[config.mk]
export PLATFORM = sky130hd
export DESIGN_NAME = byte_mem_host_flat
export DESIGN_NICKNAME = d
export VERILOG_FILES = /design/src/rtl/byte_mem_pkg.sv /design/src/rtl/byte_mem_host_if.sv /design/src/rtl/byte_mem_ram.sv /design/src/rtl/byte_mem_host.sv /design/src/flat_wrapper.sv
export SDC_FILE = /design/constraint.sdc
export NUM_CORES = 1
export LEC_CHECK = 0
export CAP_MARGIN = 0
export CORE_MARGIN = 8
export CORE_UTILIZATION = 52
export CTS_CLUSTER_DIAMETER = 150
export CTS_CLUSTER_SIZE = 14
export DETAILED_ROUTE_END_ITERATION = 8
export GPL_ROUTABILITY_DRIVEN = 0
export MAX_ROUTING_LAYER = met4
export PLACE_DENSITY = 0.7
export SLEW_MARGIN = 10
export SYNTH_ARGS = -nofsm -noshare
export SYNTH_HDL_FRONTEND = slang
export SYNTH_SLANG_ARGS = --single-unit
[constraint.sdc]
create_clock -name clk -period 3.6 [get_ports clk]
set_clock_uncertainty 0.2 [all_clocks]
set_input_delay 1.08 -clock clk [delete_from_list [all_inputs] [get_ports clk]]
set_output_delay 1.08 -clock clk [all_outputs]
set_load 0.01 [all_outputs]
[src/rtl/byte_mem_pkg.sv]
// ---------------------------------------------------------------------------
// byte_mem_pkg
//   Shared types and sizes for the byte memory host: the controller state
//   enum and the memory geometry (32 bytes, 5-bit address, 8-bit data).
// ---------------------------------------------------------------------------
package byte_mem_pkg;

    localparam int MEM_DEPTH = 32;
    localparam int ADDR_W    = 5;
    localparam int DATA_W    = 8;

    typedef enum logic [2:0] {
        IDLE    = 3'd0,
        LOAD    = 3'd1,
        RUN     = 3'd2,
        DUMP_RD = 3'd3,
        DUMP_TX = 3'd4
    } state_t;

endpackage

[src/rtl/byte_mem_host_if.sv]
// ---------------------------------------------------------------------------
// byte_mem_host_if
//   Bundles the load stream, the core memory bus, the dump stream and the
//   status outputs of byte_mem_host.
//
//   Handshake rule for both streams: a beat transfers on a rising clock edge
//   where valid and ready are both high; while valid is high and ready is low
//   the source holds valid and its payload stable.
//
//   Modports:
//     slave  - the memory host (receives load beats, drives dump beats)
//     master - the environment (load source, core, dump sink)
//   dbg_state exposes the controller state for observation only.
// ---------------------------------------------------------------------------
interface byte_mem_host_if #(
    parameter int ADDR_W = byte_mem_pkg::ADDR_W,
    parameter int DATA_W = byte_mem_pkg::DATA_W
);
    import byte_mem_pkg::*;

    // load stream
    logic              load_valid;
    logic [DATA_W-1:0] load_data;
    logic              load_last;
    logic              load_ready;
    // core memory bus
    logic              cpu_start;
    logic              cpu_halt;
    logic [ADDR_W-1:0] cpu_addr;
    logic              cpu_we;
    logic [DATA_W-1:0] cpu_wdata;
    logic [DATA_W-1:0] cpu_rdata;
    // dump stream
    logic              dump_valid;
    logic [DATA_W-1:0] dump_data;
    logic              dump_last;
    logic              dump_ready;
    // status
    logic              busy;
    logic              timeout;
    state_t            dbg_state;

    modport slave (
        input  load_valid, load_data, load_last,
        output load_ready,
        output cpu_start, cpu_rdata,
        input  cpu_halt, cpu_addr, cpu_we, cpu_wdata,
        output dump_valid, dump_data, dump_last,
        input  dump_ready,
        output busy, timeout, dbg_state
    );

    modport master (
        output load_valid, load_data, load_last,
        input  load_ready,
        input  cpu_start, cpu_rdata,
        output cpu_halt, cpu_addr, cpu_we, cpu_wdata,
        input  dump_valid, dump_data, dump_last,
        output dump_ready,
        input  busy, timeout, dbg_state
    );

endinterface

[src/rtl/byte_mem_ram.sv]
// ---------------------------------------------------------------------------
// byte_mem_ram
//   DEPTH x DW RAM, one write port and one synchronous read port.
//   A read and a write to the same address in the same cycle returns the
//   old contents. The array itself is not reset; only the read register is.
//
//   Ports:
//     clk, rst_n     clock, asynchronous active-low reset (read register)
//     we/waddr/wdata write port
//     re/raddr       read request; rdata is valid the cycle after re
//     rdata          read register, holds its value while re is low
// ---------------------------------------------------------------------------
module byte_mem_ram
    import byte_mem_pkg::*;
#(
    parameter int DEPTH = MEM_DEPTH,
    parameter int AW    = ADDR_W,
    parameter int DW    = DATA_W
) (
    input  logic          clk,
    input  logic          rst_n,
    input  logic          we,
    input  logic [AW-1:0] waddr,
    input  logic [DW-1:0] wdata,
    input  logic          re,
    input  logic [AW-1:0] raddr,
    output logic [DW-1:0] rdata
);

    logic [DW-1:0] mem [DEPTH];

    always_ff @(posedge clk) begin
        if (we) begin
            mem[waddr] <= wdata;
        end
    end

    always_ff @(posedge clk or negedge rst_n) begin
        if (!rst_n) begin
            rdata <= '0;
        end else if (re) begin
            rdata <= mem[raddr];
        end
    end

endmodule

[src/rtl/byte_mem_host.sv]
// ---------------------------------------------------------------------------
// byte_mem_host
//   Byte memory and run controller for the byte computer. Loads a program
//   image over the load stream starting at address 0, releases the core
//   (cpu_start) and serves its reads/writes until cpu_halt, then streams
//   all DEPTH bytes out over the dump stream and returns to IDLE.
//
//   Ports:
//     clk    system clock, rising edge
//     rst_n  asynchronous reset, active low
//     bus    byte_mem_host_if.slave: load stream, core bus, dump stream,
//            busy, timeout, dbg_state
//
//   Build option: BYTE_MEM_WATCHDOG_EN adds a run-cycle watchdog that ends
//   RUN after WDOG_CYCLES cycles without halt and sets the sticky timeout.
//   Without it, timeout stays 0 and there is no counter.
// ---------------------------------------------------------------------------
module byte_mem_host
    import byte_mem_pkg::*;
#(
    parameter int DEPTH       = MEM_DEPTH,
    parameter int WDOG_CYCLES = 1024
) (
    input  logic     clk,
    input  logic     rst_n,
    byte_mem_host_if.slave bus
);

    localparam int AW = $clog2(DEPTH);
    localparam logic [AW-1:0] LAST_ADDR = AW'(DEPTH - 1);

    if (WDOG_CYCLES < 2) begin : g_bad_wdog
        $error("WDOG_CYCLES must be at least 2");
    end

    state_t        state, state_n;
    logic [AW-1:0] load_ptr, load_ptr_n;
    logic [AW-1:0] dump_ptr, dump_ptr_n;
    logic          timeout_q, timeout_n;
    logic          ready_en;      // keeps load_ready low until reset is released
    logic          rdata_is_cpu;  // RAM read register currently holds a core read
    logic [7:0]    cpu_hold;      // last core read, shown while not in RUN
    logic          wdog_fire;
    logic          load_ready;
    logic          load_acc;

    logic          ram_we;
    logic [AW-1:0] ram_waddr;
    logic [7:0]    ram_wdata;
    logic          ram_re;
    logic [AW-1:0] ram_raddr;
    logic [7:0]    ram_rdata;

    byte_mem_ram #(
        .DEPTH (DEPTH),
        .AW    (AW),
        .DW    (8)
    ) u_ram (
        .clk   (clk),
        .rst_n (rst_n),
        .we    (ram_we),
        .waddr (ram_waddr),
        .wdata (ram_wdata),
        .re    (ram_re),
        .raddr (ram_raddr),
        .rdata (ram_rdata)
    );

    assign load_ready = ready_en && ((state == IDLE) || (state == LOAD));
    assign load_acc   = bus.load_valid && load_ready;

`ifdef BYTE_MEM_WATCHDOG_EN
    localparam int WW = $clog2(WDOG_CYCLES);
    logic [WW-1:0] wdog_cnt;

    // Counts RUN cycles; cleared whenever the core is not running.
    always_ff @(posedge clk or negedge rst_n) begin
        if (!rst_n) begin
            wdog_cnt <= '0;
        end else if (state == RUN) begin
            wdog_cnt <= wdog_cnt + WW'(1);
        end else begin
            wdog_cnt <= '0;
        end
    end

    assign wdog_fire = (state == RUN) && (wdog_cnt == WW'(WDOG_CYCLES - 1));
`else
    assign wdog_fire = 1'b0;
`endif

    always_ff @(posedge clk or negedge rst_n) begin
        if (!rst_n) begin
            state        <= IDLE;
            load_ptr     <= '0;
            dump_ptr     <= '0;
            timeout_q    <= 1'b0;
            ready_en     <= 1'b0;
            rdata_is_cpu <= 1'b0;
            cpu_hold     <= '0;
        end else begin
            state     <= state_n;
            load_ptr  <= load_ptr_n;
            dump_ptr  <= dump_ptr_n;
            timeout_q <= timeout_n;
            ready_en  <= 1'b1;
            // The shared read register is taken over by the dump on the
            // first DUMP_RD; save the last core read there so cpu_rdata
            // keeps showing it outside RUN.
            if (state == RUN) begin
                rdata_is_cpu <= 1'b1;
            end else if (state == DUMP_RD) begin
                rdata_is_cpu <= 1'b0;
                if (rdata_is_cpu) begin
                    cpu_hold <= ram_rdata;
                end
            end
        end
    end

    always_comb begin
        state_n    = state;
        load_ptr_n = load_ptr;
        dump_ptr_n = dump_ptr;
        timeout_n  = timeout_q;
        ram_we     = 1'b0;
        ram_waddr  = load_ptr;
        ram_wdata  = bus.load_data;
        ram_re     = 1'b0;
        ram_raddr  = dump_ptr;

        case (state)
            IDLE: begin
                if (load_acc) begin
                    ram_we     = 1'b1;
                    ram_waddr  = '0;
                    load_ptr_n = AW'(1);
                    timeout_n  = 1'b0;
                    state_n    = bus.load_last ? RUN : LOAD;
                end
            end
            LOAD: begin
                if (load_acc) begin
                    ram_we     = 1'b1;
                    load_ptr_n = load_ptr + AW'(1);
                    if (bus.load_last || (load_ptr == LAST_ADDR)) begin
                        state_n = RUN;
                    end
                end
            end
            RUN: begin
                ram_we    = bus.cpu_we;
                ram_waddr = bus.cpu_addr;
                ram_wdata = bus.cpu_wdata;
                ram_re    = 1'b1;
                ram_raddr = bus.cpu_addr;
                // Halt has priority over a watchdog expiry in the same cycle.
                if (bus.cpu_halt) begin
                    dump_ptr_n = '0;
                    state_n    = DUMP_RD;
                end else if (wdog_fire) begin
                    dump_ptr_n = '0;
                    timeout_n  = 1'b1;
                    state_n    = DUMP_RD;
                end
            end
            DUMP_RD: begin
                ram_re  = 1'b1;
                state_n = DUMP_TX;
            end
            DUMP_TX: begin
                if (bus.dump_ready) begin
                    if (dump_ptr == LAST_ADDR) begin
                        state_n = IDLE;
                    end else begin
                        dump_ptr_n = dump_ptr + AW'(1);
                        state_n    = DUMP_RD;
                    end
                end
            end
            default: begin
                state_n = IDLE;
            end
        endcase
    end

    assign bus.load_ready = load_ready;
    assign bus.cpu_start  = (state == RUN);
    assign bus.cpu_rdata  = rdata_is_cpu ? ram_rdata : cpu_hold;
    assign bus.dump_valid = (state == DUMP_TX);
    assign bus.dump_data  = (state == DUMP_TX) ? ram_rdata : '0;
    assign bus.dump_last  = (state == DUMP_TX) && (dump_ptr == LAST_ADDR);
    assign bus.busy       = (state != IDLE);
    assign bus.timeout    = timeout_q;
    assign bus.dbg_state  = state;

endmodule
[src/flat_wrapper.sv]
// flat-port wrapper written by rule: the top's interface ports become plain ports
module byte_mem_host_flat import byte_mem_pkg::*;
#(
    parameter int DEPTH       = MEM_DEPTH,
    parameter int WDOG_CYCLES = 1024
)
  (clk, rst_n, bus_load_valid, bus_load_data, bus_load_last, bus_load_ready, bus_cpu_start, bus_cpu_rdata, bus_cpu_halt, bus_cpu_addr, bus_cpu_we, bus_cpu_wdata, bus_dump_valid, bus_dump_data, bus_dump_last, bus_dump_ready, bus_busy, bus_timeout, bus_dbg_state);
  byte_mem_host_if bus_i ();
  input  logic clk;
  input  logic rst_n;
  input wire logic [$bits(bus_i.load_valid)-1:0] bus_load_valid;
  input wire logic [$bits(bus_i.load_data)-1:0] bus_load_data;
  input wire logic [$bits(bus_i.load_last)-1:0] bus_load_last;
  output wire logic [$bits(bus_i.load_ready)-1:0] bus_load_ready;
  output wire logic [$bits(bus_i.cpu_start)-1:0] bus_cpu_start;
  output wire logic [$bits(bus_i.cpu_rdata)-1:0] bus_cpu_rdata;
  input wire logic [$bits(bus_i.cpu_halt)-1:0] bus_cpu_halt;
  input wire logic [$bits(bus_i.cpu_addr)-1:0] bus_cpu_addr;
  input wire logic [$bits(bus_i.cpu_we)-1:0] bus_cpu_we;
  input wire logic [$bits(bus_i.cpu_wdata)-1:0] bus_cpu_wdata;
  output wire logic [$bits(bus_i.dump_valid)-1:0] bus_dump_valid;
  output wire logic [$bits(bus_i.dump_data)-1:0] bus_dump_data;
  output wire logic [$bits(bus_i.dump_last)-1:0] bus_dump_last;
  input wire logic [$bits(bus_i.dump_ready)-1:0] bus_dump_ready;
  output wire logic [$bits(bus_i.busy)-1:0] bus_busy;
  output wire logic [$bits(bus_i.timeout)-1:0] bus_timeout;
  output wire logic [$bits(bus_i.dbg_state)-1:0] bus_dbg_state;
  assign bus_i.load_valid = bus_load_valid;
  assign bus_i.load_data = bus_load_data;
  assign bus_i.load_last = bus_load_last;
  assign bus_load_ready = bus_i.load_ready;
  assign bus_cpu_start = bus_i.cpu_start;
  assign bus_cpu_rdata = bus_i.cpu_rdata;
  assign bus_i.cpu_halt = bus_cpu_halt;
  assign bus_i.cpu_addr = bus_cpu_addr;
  assign bus_i.cpu_we = bus_cpu_we;
  assign bus_i.cpu_wdata = bus_cpu_wdata;
  assign bus_dump_valid = bus_i.dump_valid;
  assign bus_dump_data = bus_i.dump_data;
  assign bus_dump_last = bus_i.dump_last;
  assign bus_i.dump_ready = bus_dump_ready;
  assign bus_busy = bus_i.busy;
  assign bus_timeout = bus_i.timeout;
  assign bus_dbg_state = bus_i.dbg_state;
  byte_mem_host #(.DEPTH(DEPTH), .WDOG_CYCLES(WDOG_CYCLES)) u_core (.clk(clk), .rst_n(rst_n), .bus(bus_i));
endmodule
==> impl_metrics.yaml <==
synthesis:
  synth.cell_area_mm2: 0.0121
  yosys.area.top_type: "edfxtp_1"
  synth_area_leaders: "edfxtp_1 64%, dfrtp_1 6.4%, nand2_1 5.6%, a21oi_1 2.9%, mux2_2 2.5%"
  synth-seq-cells: 287
  synth_top_area_share_pct: 63.7
  synth-edff-count: 256
  syn_area_per_cell_um2: 13.2
  ys_seq_area_share_pct: 70.2
  synth_nets: 943
  yosys_warnings: 0
  syn_inst: 911
  synth_flop_cell: "edfxtp_1"
  synthArstFlopShare_pct: 10.8
  synth_cell_types: 48
global_routing:
  grt_first_pass_wirelength_um: 46100
  grt.overflow.total: 0
  antenna_found_initial: 0
  grt_start_max_net_pins: 49
  grt_pass1_vias: 7911
  grtUsageTotal_pct: 21.8
final_layout:
  final_cell_mix: "256 x edfxtp_1, 181 x nand2_1, 93 x buf_4, 71 x a21oi_1"
  drive_above_1_share_pct: 15.5
  antennaDiodeCount: 0
  areaGrowthSynthToFinish_pct: 17.8
  final_util_pct: 62.6
  final_common_cell: "edfxtp_1"
  final_cell_count_no_fill: 1342
  layout.nets: 1071
critical_path:
  cp_data_arrival_time_ns: 2.20
  crit_type: "flop to output pin"
  rr_worst_depth: 11
  reg2reg_to: "u_core.u_ram.rdata[1]"
  crit_required_ns: 2.32
  critPathCaptureType: "output pin"
  start_kind: "flop"
  worstPathMaxFanout: 19
  worstReg2RegStart: "u_core.bus.dbg_state[0]"
  r2r_setup_slack_ns: 0.15
pwr:
  power_density_mw_per_mm2: 775
  finalPower_uw: 11000
  p_leak_uw: 0.00518
  ir_drop_mv: 0.358
sta:
  slew_violations: 0
  holdWs_ns: 0.306
  relSlewSlack_pct: 13.6
  finalHoldViolations: 0
  setup_viol_count_final: 0
  rsz0062_at_grt: "no"
  min_period_ns: 3.48
  finalCritPeriodShare_pct: 96.8
  setup_ws_ns: 0.116
  worst_pin_slew_ns: 1.29
  fmax_ghz: 0.287
worst_hold_path:
  worstHoldEndpoint: "u_core.cpu_hold[6]"
  hp-start: "u_core.cpu_hold[6]"
  worstHoldPathType: "flop to flop"
  hold_path_depth: 1
clock_network:
  cts.sinks: 287
  cts_buffers: 24
  clock_path_buffers: 3
  htreeDepth: 1
  root_buffer: "clkbuf_16"
  cts.reportedPaths.clkPinSlew_ns: 0.07
  cts_tree: "yes"
  clock_latency_ns: 0.53
  hold_buffers: 0
placement:
  portBuffers: 51
  post-place-ws_ns: -0.284
  dp.final_hpwl_um: 19800
  dp.cells: 1295
floorplanning:
  dieArea_mm2: 0.0283
  die_h_um: 168
  start_util_pct: 53.1
  ios: 53
  fp.coreArea_mm2: 0.0227
  die_w_um: 168
  rows: 55
detailed_routing:
  drc: 0
  ant_nets: 0
  drtIter0Drc: 846
  via_per_inst: 6.01
  drt-total-wl_um: 30000
  first_pass_iters: 6
  wl_per_cell_um: 22.3
  vias: 8062
job:
  drv_cap: 0
outcome:
  status: "completed"
-- worst max-delay path, stage by stage (launching register included) --
cell and delay [ns]:
dfrtp_1 0.38, buf_4 0.20, or3b_1 0.45, clkinv_4 0.09, clkdlybuf4s50_1 0.54
-- logic make-up after synthesis --
| family | count (synthesis) | share of synthesized area (%) |
|---|---|---|
| AO/OA/AOI/OAI | 186 | 10.4 |
| adder cells (fa/ha/maj) | 4 | 0.415 |
| buffers and inverters | 53 | 2.40 |
| flip-flops | 287 | 70.2 |
| multiplexers | 55 | 4.85 |
| other | 2 | 0.0623 |
| AND/OR/NAND/NOR | 324 | 11.7 |
-- through the flow --
step | cell area, µm² | TNS, ns
6_report | 14200 | 0
5_1_grt | 14200 | 0
4_1_cts | 14200 | 0
3_5_place_dp | 13500 | -8.97
3_3_place_gp | 13500 | -2.96
2_1_floorplan | 12100 | 0
-- cell usage after synthesis, types with 6 or more instances --
cell type,count
dfrtp_1,31
nand3_1,37
clkbuf_1,13
edfxtp_1,256
and2_1,12
a221oi_1,8
mux2_2,27
buf_2,17
mux2i_1,28
nor2b_1,9
o32ai_1,8
nand4_1,11
a21o_1,15
buf_4,14
a21oi_1,71
a211oi_1,18
o21ai_0,11
a22oi_1,17
o31ai_1,7
o2111ai_1,16
nor2_1,50
nand2_1,181
or3_1,6
-- power by group --
group / switching (µW) / internal, µW
Sequential: 186 / 4090
Combinational: 2710 / 1660
Clock: 1110 / 1260
-- metal layers --
layer	wire, µm	GRT usage, %	up-vias	part of all wire, %
met5	0	-	-	0
met4	959	7.57	0	3.2
met3	2520	4.37	69	8.4
met2	14000	34.4	394	47
met1	12500	27.8	3920	42
li1	-	-	3679	-
-- cell type report --
type,instances,area [µm²]
Multi-Input combinational cell,571,3320
Clock inverter,2,25.0
Sequential cell,287,8460
Inverter,4,22.5
Tap cell,285,357
Fill cell,1685,8500
Timing Repair Buffer,151,1350
Clock buffer,42,668
-- flip-flops by register name, summed over array words and instances, names as in the netlist --
signal                count
u_core.load_ptr           5
u_core.bus.dbg_state      3
u_core.u_ram.rdata        8
u_core.u_ram.mem        256
u_core.dump_ptr           5
u_core.rdata_is_cpu       1
u_core.ready_en           1
u_core.cpu_hold           8
-- timing repair --
action | 4_1_cts | 5_1_grt
setup buffers | 0 | 3
gates resized for setup | 4 | 3
endpoints found under the setup margin | 10 | 10
-- worst max path at each step --
stage                       startpoint  slack [ns]                       to
2_1_floorplan           bus_load_valid        0.40  u_core.u_ram.mem[13][0]
4_1_cts        u_core.bus.dbg_state[0]        0.01         bus_dump_data[6]
3_3_place_gp           bus_cpu_addr[0]       -0.26    u_core.u_ram.rdata[1]
5_1_grt        u_core.bus.dbg_state[0]        0.04    u_core.u_ram.rdata[1]
3_5_place_dp           bus_cpu_addr[0]       -0.28    u_core.u_ram.rdata[1]
6_report       u_core.bus.dbg_state[0]        0.12            bus_cpu_start
(Power assumes the default switching activity.)
